$ cat config.mk
export PLATFORM = sky130hd
export DESIGN_NAME = regfile_writeback_queue
export DESIGN_NICKNAME = d
export VERILOG_FILES = /design/src/rtl/regfile_writeback_queue.sv
export SDC_FILE = /design/constraint.sdc
export NUM_CORES = 1
export LEC_CHECK = 0
export ABC_AREA = 0
export BUFFER_PORTS_ARGS = -buffer_cell sky130_fd_sc_hd__buf_2
export CAP_MARGIN = 20
export CORE_MARGIN = 4
export CORE_UTILIZATION = 25
export DETAILED_ROUTE_END_ITERATION = 16
export SKIP_CTS_REPAIR_TIMING = 1
export SLEW_MARGIN = 20
export SYNTH_ARGS = -nofsm -noshare
export SYNTH_HDL_FRONTEND = slang
export SYNTH_SLANG_ARGS = --single-unit
$ cat constraint.sdc
create_clock -name clk -period 5.6 [get_ports clk]
set_input_delay 0.56 -clock clk [delete_from_list [all_inputs] [get_ports clk]]
set_output_delay 0.56 -clock clk [all_outputs]
set_load 0.005 [all_outputs]
$ cat src/rtl/regfile_writeback_queue.sv
// Merges LSU (port A) and ALU (port B) results into an in-order FIFO that drains one register-file write per cycle.
// Optional WB_PENDING_CHECK_EN adds in-flight destination lookup ports and an occupancy assertion.
module regfile_writeback_queue #(
  parameter int DATA_WIDTH = 32,
  parameter int REG_DEPTH  = 32,
  parameter int Q_DEPTH    = 4
) (
  input  logic                         clk,
  input  logic                         reset,
  input  logic                         a_valid,
  output logic                         a_ready,
  input  logic [$clog2(REG_DEPTH)-1:0] a_rd,
  input  logic [DATA_WIDTH-1:0]        a_data,
  input  logic                         b_valid,
  output logic                         b_ready,
  input  logic [$clog2(REG_DEPTH)-1:0] b_rd,
  input  logic [DATA_WIDTH-1:0]        b_data,
  output logic                         rf_we,
  output logic [$clog2(REG_DEPTH)-1:0] rf_waddr,
  output logic [DATA_WIDTH-1:0]        rf_wdata,
`ifdef WB_PENDING_CHECK_EN
  input  logic [$clog2(REG_DEPTH)-1:0] chk_rs1,
  input  logic [$clog2(REG_DEPTH)-1:0] chk_rs2,
  output logic                         rs1_pending,
  output logic                         rs2_pending,
`endif
  output logic [$clog2(Q_DEPTH):0]     q_count
);
  localparam int AW = $clog2(REG_DEPTH);
  localparam int PW = $clog2(Q_DEPTH);
  localparam int CW = PW + 1;

  typedef struct packed {
    logic [AW-1:0]         rd;
    logic [DATA_WIDTH-1:0] data;
  } wb_ent_t;

  wb_ent_t         mem [Q_DEPTH];
  logic [PW-1:0]   head, tail, tail_b;
  logic [CW-1:0]   count, free;
  logic            push_a, push_b, pop;

  // Credit only registered occupancy so ready never waits on the pop path.
  assign free    = CW'(Q_DEPTH) - count;
  assign a_ready = free >= CW'(1);
  assign b_ready = a_valid ? (free >= CW'(2)) : (free >= CW'(1));

  // x0 writes complete the handshake but are never queued.
  assign push_a  = a_valid & a_ready & (|a_rd);
  assign push_b  = b_valid & b_ready & (|b_rd);
  assign pop     = count != '0;
  assign tail_b  = tail + PW'(push_a);
  assign q_count = count;

  always_ff @(posedge clk) begin
    if (push_a) mem[tail]   <= '{rd: a_rd, data: a_data};
    if (push_b) mem[tail_b] <= '{rd: b_rd, data: b_data};
  end

  always_ff @(posedge clk) begin
    if (reset) begin
      head     <= '0;
      tail     <= '0;
      count    <= '0;
      rf_we    <= 1'b0;
      rf_waddr <= '0;
      rf_wdata <= '0;
    end else begin
      head  <= head + PW'(pop);
      tail  <= tail + PW'(push_a) + PW'(push_b);
      count <= count + CW'(push_a) + CW'(push_b) - CW'(pop);
      rf_we <= pop;
      if (pop) begin
        rf_waddr <= mem[head].rd;
        rf_wdata <= mem[head].data;
      end
    end
  end

`ifdef WB_PENDING_CHECK_EN
  logic [Q_DEPTH-1:0] hit1, hit2;

  for (genvar i = 0; i < Q_DEPTH; i++) begin : g_pend
    logic [PW-1:0] ofs;
    logic          ent_vld;
    // Entry is live when its distance from head is below occupancy.
    assign ofs     = PW'(i) - head;
    assign ent_vld = {1'b0, ofs} < count;
    assign hit1[i] = ent_vld && (mem[i].rd == chk_rs1);
    assign hit2[i] = ent_vld && (mem[i].rd == chk_rs2);
  end

  assign rs1_pending = (|chk_rs1) && ((|hit1) || (rf_we && (rf_waddr == chk_rs1)));
  assign rs2_pending = (|chk_rs2) && ((|hit2) || (rf_we && (rf_waddr == chk_rs2)));

  always_ff @(posedge clk) begin
    if (!reset) assert (count <= CW'(Q_DEPTH));
  end
`endif

endmodule

==> results of run 1 <==
-- Yosys cell counts --
library cell  count
ha_1              8
mux4_2           37
xnor2_1           5
or2_2             1
or2_1             1
dfxtp_1          45
nor3_1            2
nor2_1            6
o21a_1            1
a31o_2            1
and3_1            1
inv_1             9
nor2_4            1
o211ai_1          1
or4_1             1
or4b_2            1
fa_1              2
buf_2             8
edfxtp_1        148
buf_6            12
a21oi_1          37
xor2_1            1
clkbuf_1         18
mux2_4           39
o21bai_1          1
nor2b_1           5
nor4_1            4
or4_4             1
nand2_1          76
a21o_1            1
mux2_2          109
nand2b_1          1
-- per-stage QoR --
step                hold WS [ps]  worst slack, ps  cell area [sq um]  total power, uW  util (%)
floorplan                    448             1260               9120             4050         -
global placement             446             1670              10200             4830      28.5
detailed placement           450             1510              10200             4890      28.5
CTS                          434             1480              10700             6060      30.0
global route                 443             1260              10700             6360      30.0
finish                       459             1480              10700             5940      30.1
-- power by group --
| part | switching (uW) | internal (uW) |
|---|---|---|
| logic | 1210 | 1060 |
| clock network | 583 | 576 |
| registers | 257 | 2250 |
| total | 2050 | 3880 |
-- cell type report --
class | count | share of cell area [%]
timing repair buffer | 132 | 6.43
tap | 461 | 5.37
antenna | 4 | 0.0932
sequential | 193 | 49.8
inverter | 9 | 0.314
multi-input combinational | 344 | 33.0
clock inverter | 14 | 1.04
clock buffer | 18 | 3.99
-- worst max path at each step --
stage                    start    endpoint  slack, ps  cells past startpoint
floorplan           q_count[0]   mem[2][0]       1260                     12
global placement    q_count[1]   mem[2][1]       1670                     11
detailed placement  q_count[0]   mem[1][2]       1510                     11
CTS                 q_count[1]  mem[1][10]       1480                     11
global route        q_count[1]  mem[1][10]       1260                     11
finish              q_count[0]  mem[1][10]       1480                     11
-- flip-flops by register name (all words and copies together) (netlist names) --
register and count:
rf_we 1, rf_wdata 32, q_count 3, tail 2
rf_waddr 5, mem 148, head 2
-- cell usage in the layout (no fill, tap or decap), types with 5 or more instances in the layout --
cell type,instances
edfxtp_1,148
buf_2,120
mux2_2,109
nand2_1,76
dfxtp_1,43
mux2_4,39
mux4_2,37
a21oi_1,37
clkbuf_16,17
buf_4,12
inv_1,8
ha_1,7
nor2_1,6
clkinvlp_4,6
nor2b_1,5
xnor2_1,5
-- layer usage --
metal	vias up	part of all wire, %
met5	-	0.054
met4	2	1.5
met3	17	4.4
met2	100	48
met1	2651	46
li1	2447	-
-- kinds of logic after synthesis --
kind of cell,after synthesis,share of synthesized area (%)
XOR/XNOR,6,0.576
AO/OA/AOI/OAI,42,2.45
AND/OR/NAND/NOR,101,4.81
flip-flops,193,58.6
adder cells (fa/ha/maj),10,1.54
buffers and inverters,47,3.03
multiplexers,185,29.0
==> flow_summary.toml, run 1 <==
[run]
cap_viol_max_count = 0

[grt]
grtUsageMet3_pct = 2.95
antenna_found_initial = 2
use_met1_pct = 16.8
grt_pass1_vias = 5730
grt.total_usage_pct = 12.4
grt_pass1_wl_microns = 36600
busiest_layer = "met2"
grt_max_degree = 46
gr-usage-met2_pct = 20.2
grt_overflow = 0

[clock_tree]
clock-sinks = 193
cts_tree = "yes"
htree_num_levels = 4
clockRootBuffer = "clkbuf_16"
cts_made_buffers = 17
clk_latency_ps = 430
clkSlewWorstSetupHoldPaths_ps = 80
clk_path_buf_depth = 2

[status]
status = "finished clean"

[critical_path]
reg2regPathDepth = 11
crit_path_top_delay_cell = "buf_4"
worstReg2RegStart = "q_count[0]"
path_max_fanout = 37
r2r_end = "mem[1][10]"
arrival_ps = 4290
critPathCaptureType = "flip-flop"
required_ps = 5770
critical_path.cell_chain = "inv_1 -> ha_1 -> ha_2 -> or4b_2 -> o211ai_1 -> inv_1 -> ha_1 -> xor2_1 -> nor4_2 -> buf_4 -> mux2_2"
path_delay_family = "simple AND/OR/NAND/NOR gates"
cp_num_buf_inv = 3
r2r_slack_ps = 1480
crit_path_max_incr_delay_ps = 650
crit_type = "flip-flop to flip-flop"
start_kind = "flip-flop"

[floorplanning]
std_cell_rows = 69
core-area_sq_mm = 0.0357
io_pins = 121
design.die.area_sq_mm = 0.0396
start_util_pct = 25.5
die_w_microns = 199
die_h_microns = 199

[layout]
register_area_sq_mm = 0.00535
area_delta_synth_final_pct = 17.8
drive_above_1_share_pct = 51.1
fin_cells = 1175
multi_input_area_sq_mm = 0.00354
fin_nets = 785
fillCellCount = 3661

[worst_hold_path]
hp-start = "a_data[2]"
whs_path_depth = 2
whs_endpoint = "mem[2][2]"
hp-class = "input pin to flip-flop"

[place]
gp_congestion = 0.691
portBuffers = 120
hpwl_microns = 14900
place_inst = 1139

[yosys]
ys_types = 32
synth_cells = 584
ys_warn_count = 0
yosysSeqAreaShare_pct = 58.6
syn_nets = 672
ys_seq_elements = 193
netlist_area_sq_mm = 0.00912
synth_top_area_share_pct = 48.7
synthTopCellsByArea = "edfxtp_1, mux2_2, dfxtp_1"
yosysTopAreaCell = "edfxtp_1"
syn_area_per_cell_sq_um = 15.6

[timing]
fin_crit_ps = 4120
rsz0062_at_grt = "false"
min_period_over_period_pct = 73.6
fin_tns_setup_ps = 0
finalHoldViolCount = 0
tightest_slew_ps = 1010
fmax_ghz = 0.243
max-slew-margin-rel_pct = 32.4
fin_worst_skew_ps = 14.1
setup_violations = 0
slew_viol_final = 0

[pwr]
vdd_drop_max_v = 0.000260
p_leak_uw = 0.00382
powerDensity_mw_per_mm2 = 553

[drt]
drt_wl_total_microns = 24000
vias = 5217
routedWlPerCell_microns = 20.4
vias_per_cell = 4.44
first_pass_iters = 4
drc = 0
drtAntennaViolNets = 0
drt_iter0_drc = 329
No activity file was read; power rests on OpenSTA's default activity.
==> inputs of run 2 (changes only) <==
==> constraint.sdc (replaced) <==
create_clock -name clk -period 3.7 [get_ports clk]
set_input_delay 0.37 -clock clk [delete_from_list [all_inputs] [get_ports clk]]
set_output_delay 0.37 -clock clk [all_outputs]
set_load 0.005 [all_outputs]
==> flow_summary.toml, run 2 (same netlist as run 1, synthesis figures left out) <==
[timing]
whs_ps = 267
fmax_ghz = 0.278
fin_worst_skew_ps = 12.7
setup_violations = 0
rsz0062_at_grt = "true"
finalHoldViolCount = 0
max-slew-margin-rel_pct = 26.9
slew_viol_final = 0
tightest_slew_ps = 1100
fin_crit_ps = 3600
fin_tns_setup_ps = 0
timing.final.ws_setup_ps = 97.7
min_period_over_period_pct = 97.4

[layout]
largest-register = "mem"
fillCellCount = 3574
area_delta_synth_final_pct = 23.2
drive_above_1_share_pct = 53.1
stdcell_area_sq_mm = 0.0112
fin_nets = 809
top_regs = "mem x148, rf_wdata x32, rf_waddr x5"
final_cell_mix = "edfxtp_1, buf_2, mux2_2, nand2_1, dfxtp_1"
num_antenna_cells = 0
final_common_cell = "edfxtp_1"
multi_input_area_sq_mm = 0.00358
register_area_sq_mm = 0.00535
largest_reg_flops = 148

[drt]
routedWlPerCell_microns = 20.5
drtAntennaViolNets = 0
drt_iter0_drc = 377
vias_per_cell = 4.52
vias = 5401
drc = 0
first_pass_iters = 4
drt_wl_total_microns = 24500

[critical_path]
path_delay_family = "simple AND/OR/NAND/NOR gates"
worstReg2RegStart = "q_count[0]"
critPathCaptureType = "flip-flop"
path_max_fanout = 10
start_kind = "flip-flop"
crit_type = "flip-flop to flip-flop"
reg2regPathDepth = 12
crit_path_top_delay_cell = "or4b_2"
required_ps = 3890
crit_path_max_incr_delay_ps = 610
r2r_slack_ps = 100
r2r_end = "mem[2][10]"
critical_path.cell_chain = "inv_1 -> ha_1 -> ha_2 -> or4b_2 -> o211ai_1 -> inv_1 -> ha_1 -> nand2b_1 -> nor4_4 -> buf_6 -> buf_8 -> mux2_2"
cp_num_buf_inv = 4
arrival_ps = 3790

[place]
hpwl_microns = 15900
gp_congestion = 0.754
portBuffers = 120
post-place-ws_ps = 51.9
placed_area_sq_mm = 0.0106

[floorplanning]
die_w_microns = 199
start_util_pct = 25.5
core-area_sq_mm = 0.0357
die_h_microns = 199
std_cell_rows = 69
io_pins = 121
design.die.area_sq_mm = 0.0396

[clock_tree]
clock-sinks = 193
cts_tree = "yes"
htree_num_levels = 4
cts_made_buffers = 17
clk_path_buf_depth = 2
clk_latency_ps = 450
clkSlewWorstSetupHoldPaths_ps = 80
clockRootBuffer = "clkbuf_16"

[grt]
antenna_found_initial = 3
grt_max_degree = 46
grt.total_usage_pct = 12.4
grt_pass1_wl_microns = 36300
grt_pass1_vias = 5812
grt_overflow = 0

[status]
status = "finished clean"

[pwr]
powerDensity_mw_per_mm2 = 855
vdd_drop_max_v = 0.000445
power_uw = 9610
p_leak_uw = 0.00405

[worst_hold_path]
whs_endpoint = "mem[2][25]"
hp-class = "input pin to flip-flop"
hp-start = "a_data[25]"
whs_path_depth = 2

[run]
cap_viol_max_count = 0
## run 2: final cells by class
type	instances	area share, %
repair buffers	156	10.1
flip-flops and latches	193	47.6
clock buffers	17	3.78
inverters	9	0.301
multi-input cells	344	31.8
clock inverters	15	1.31
well taps	461	5.13
## run 2: worst max-delay path by stage
stage               slack, ps        from  depth (start not counted)         end
floorplan                 -10  q_count[0]                         12   mem[0][0]
global placement           90  q_count[0]                         12   mem[3][7]
detailed placement         50  q_count[0]                         12  mem[1][22]
CTS                        40  q_count[0]                         12  mem[3][10]
global route              -70  q_count[0]                         12  mem[1][21]
finish                    100  q_count[0]                         12  mem[2][10]
## run 2: where the power goes
group          total, uW  switching, uW  internal [uW]
clock network       1850            898            950
logic               3950           1940           2010
registers           3810            411           3400
total               9610           3250           6360
## run 2: routing by layer
| layer | vias to the layer above | global-route usage, % | part of all wire (%) |
|---|---|---|---|
| met2 | 119 | 20.9 | 50 |
| met5 | - | 0 | 0.14 |
| met4 | 6 | 3.57 | 1.3 |
| li1 | 2495 | - | - |
| met3 | 25 | 2.74 | 3.7 |
| met1 | 2756 | 16.2 | 45 |
## run 2: metrics by stage
stage | util (%) | instances
2_1_floorplan | - | 584
3_3_place_gp | 29.6 | 1159
3_5_place_dp | 29.6 | 1159
4_1_cts | 31.2 | 1191
5_1_grt | 31.5 | 1195
6_report | 31.5 | 1195
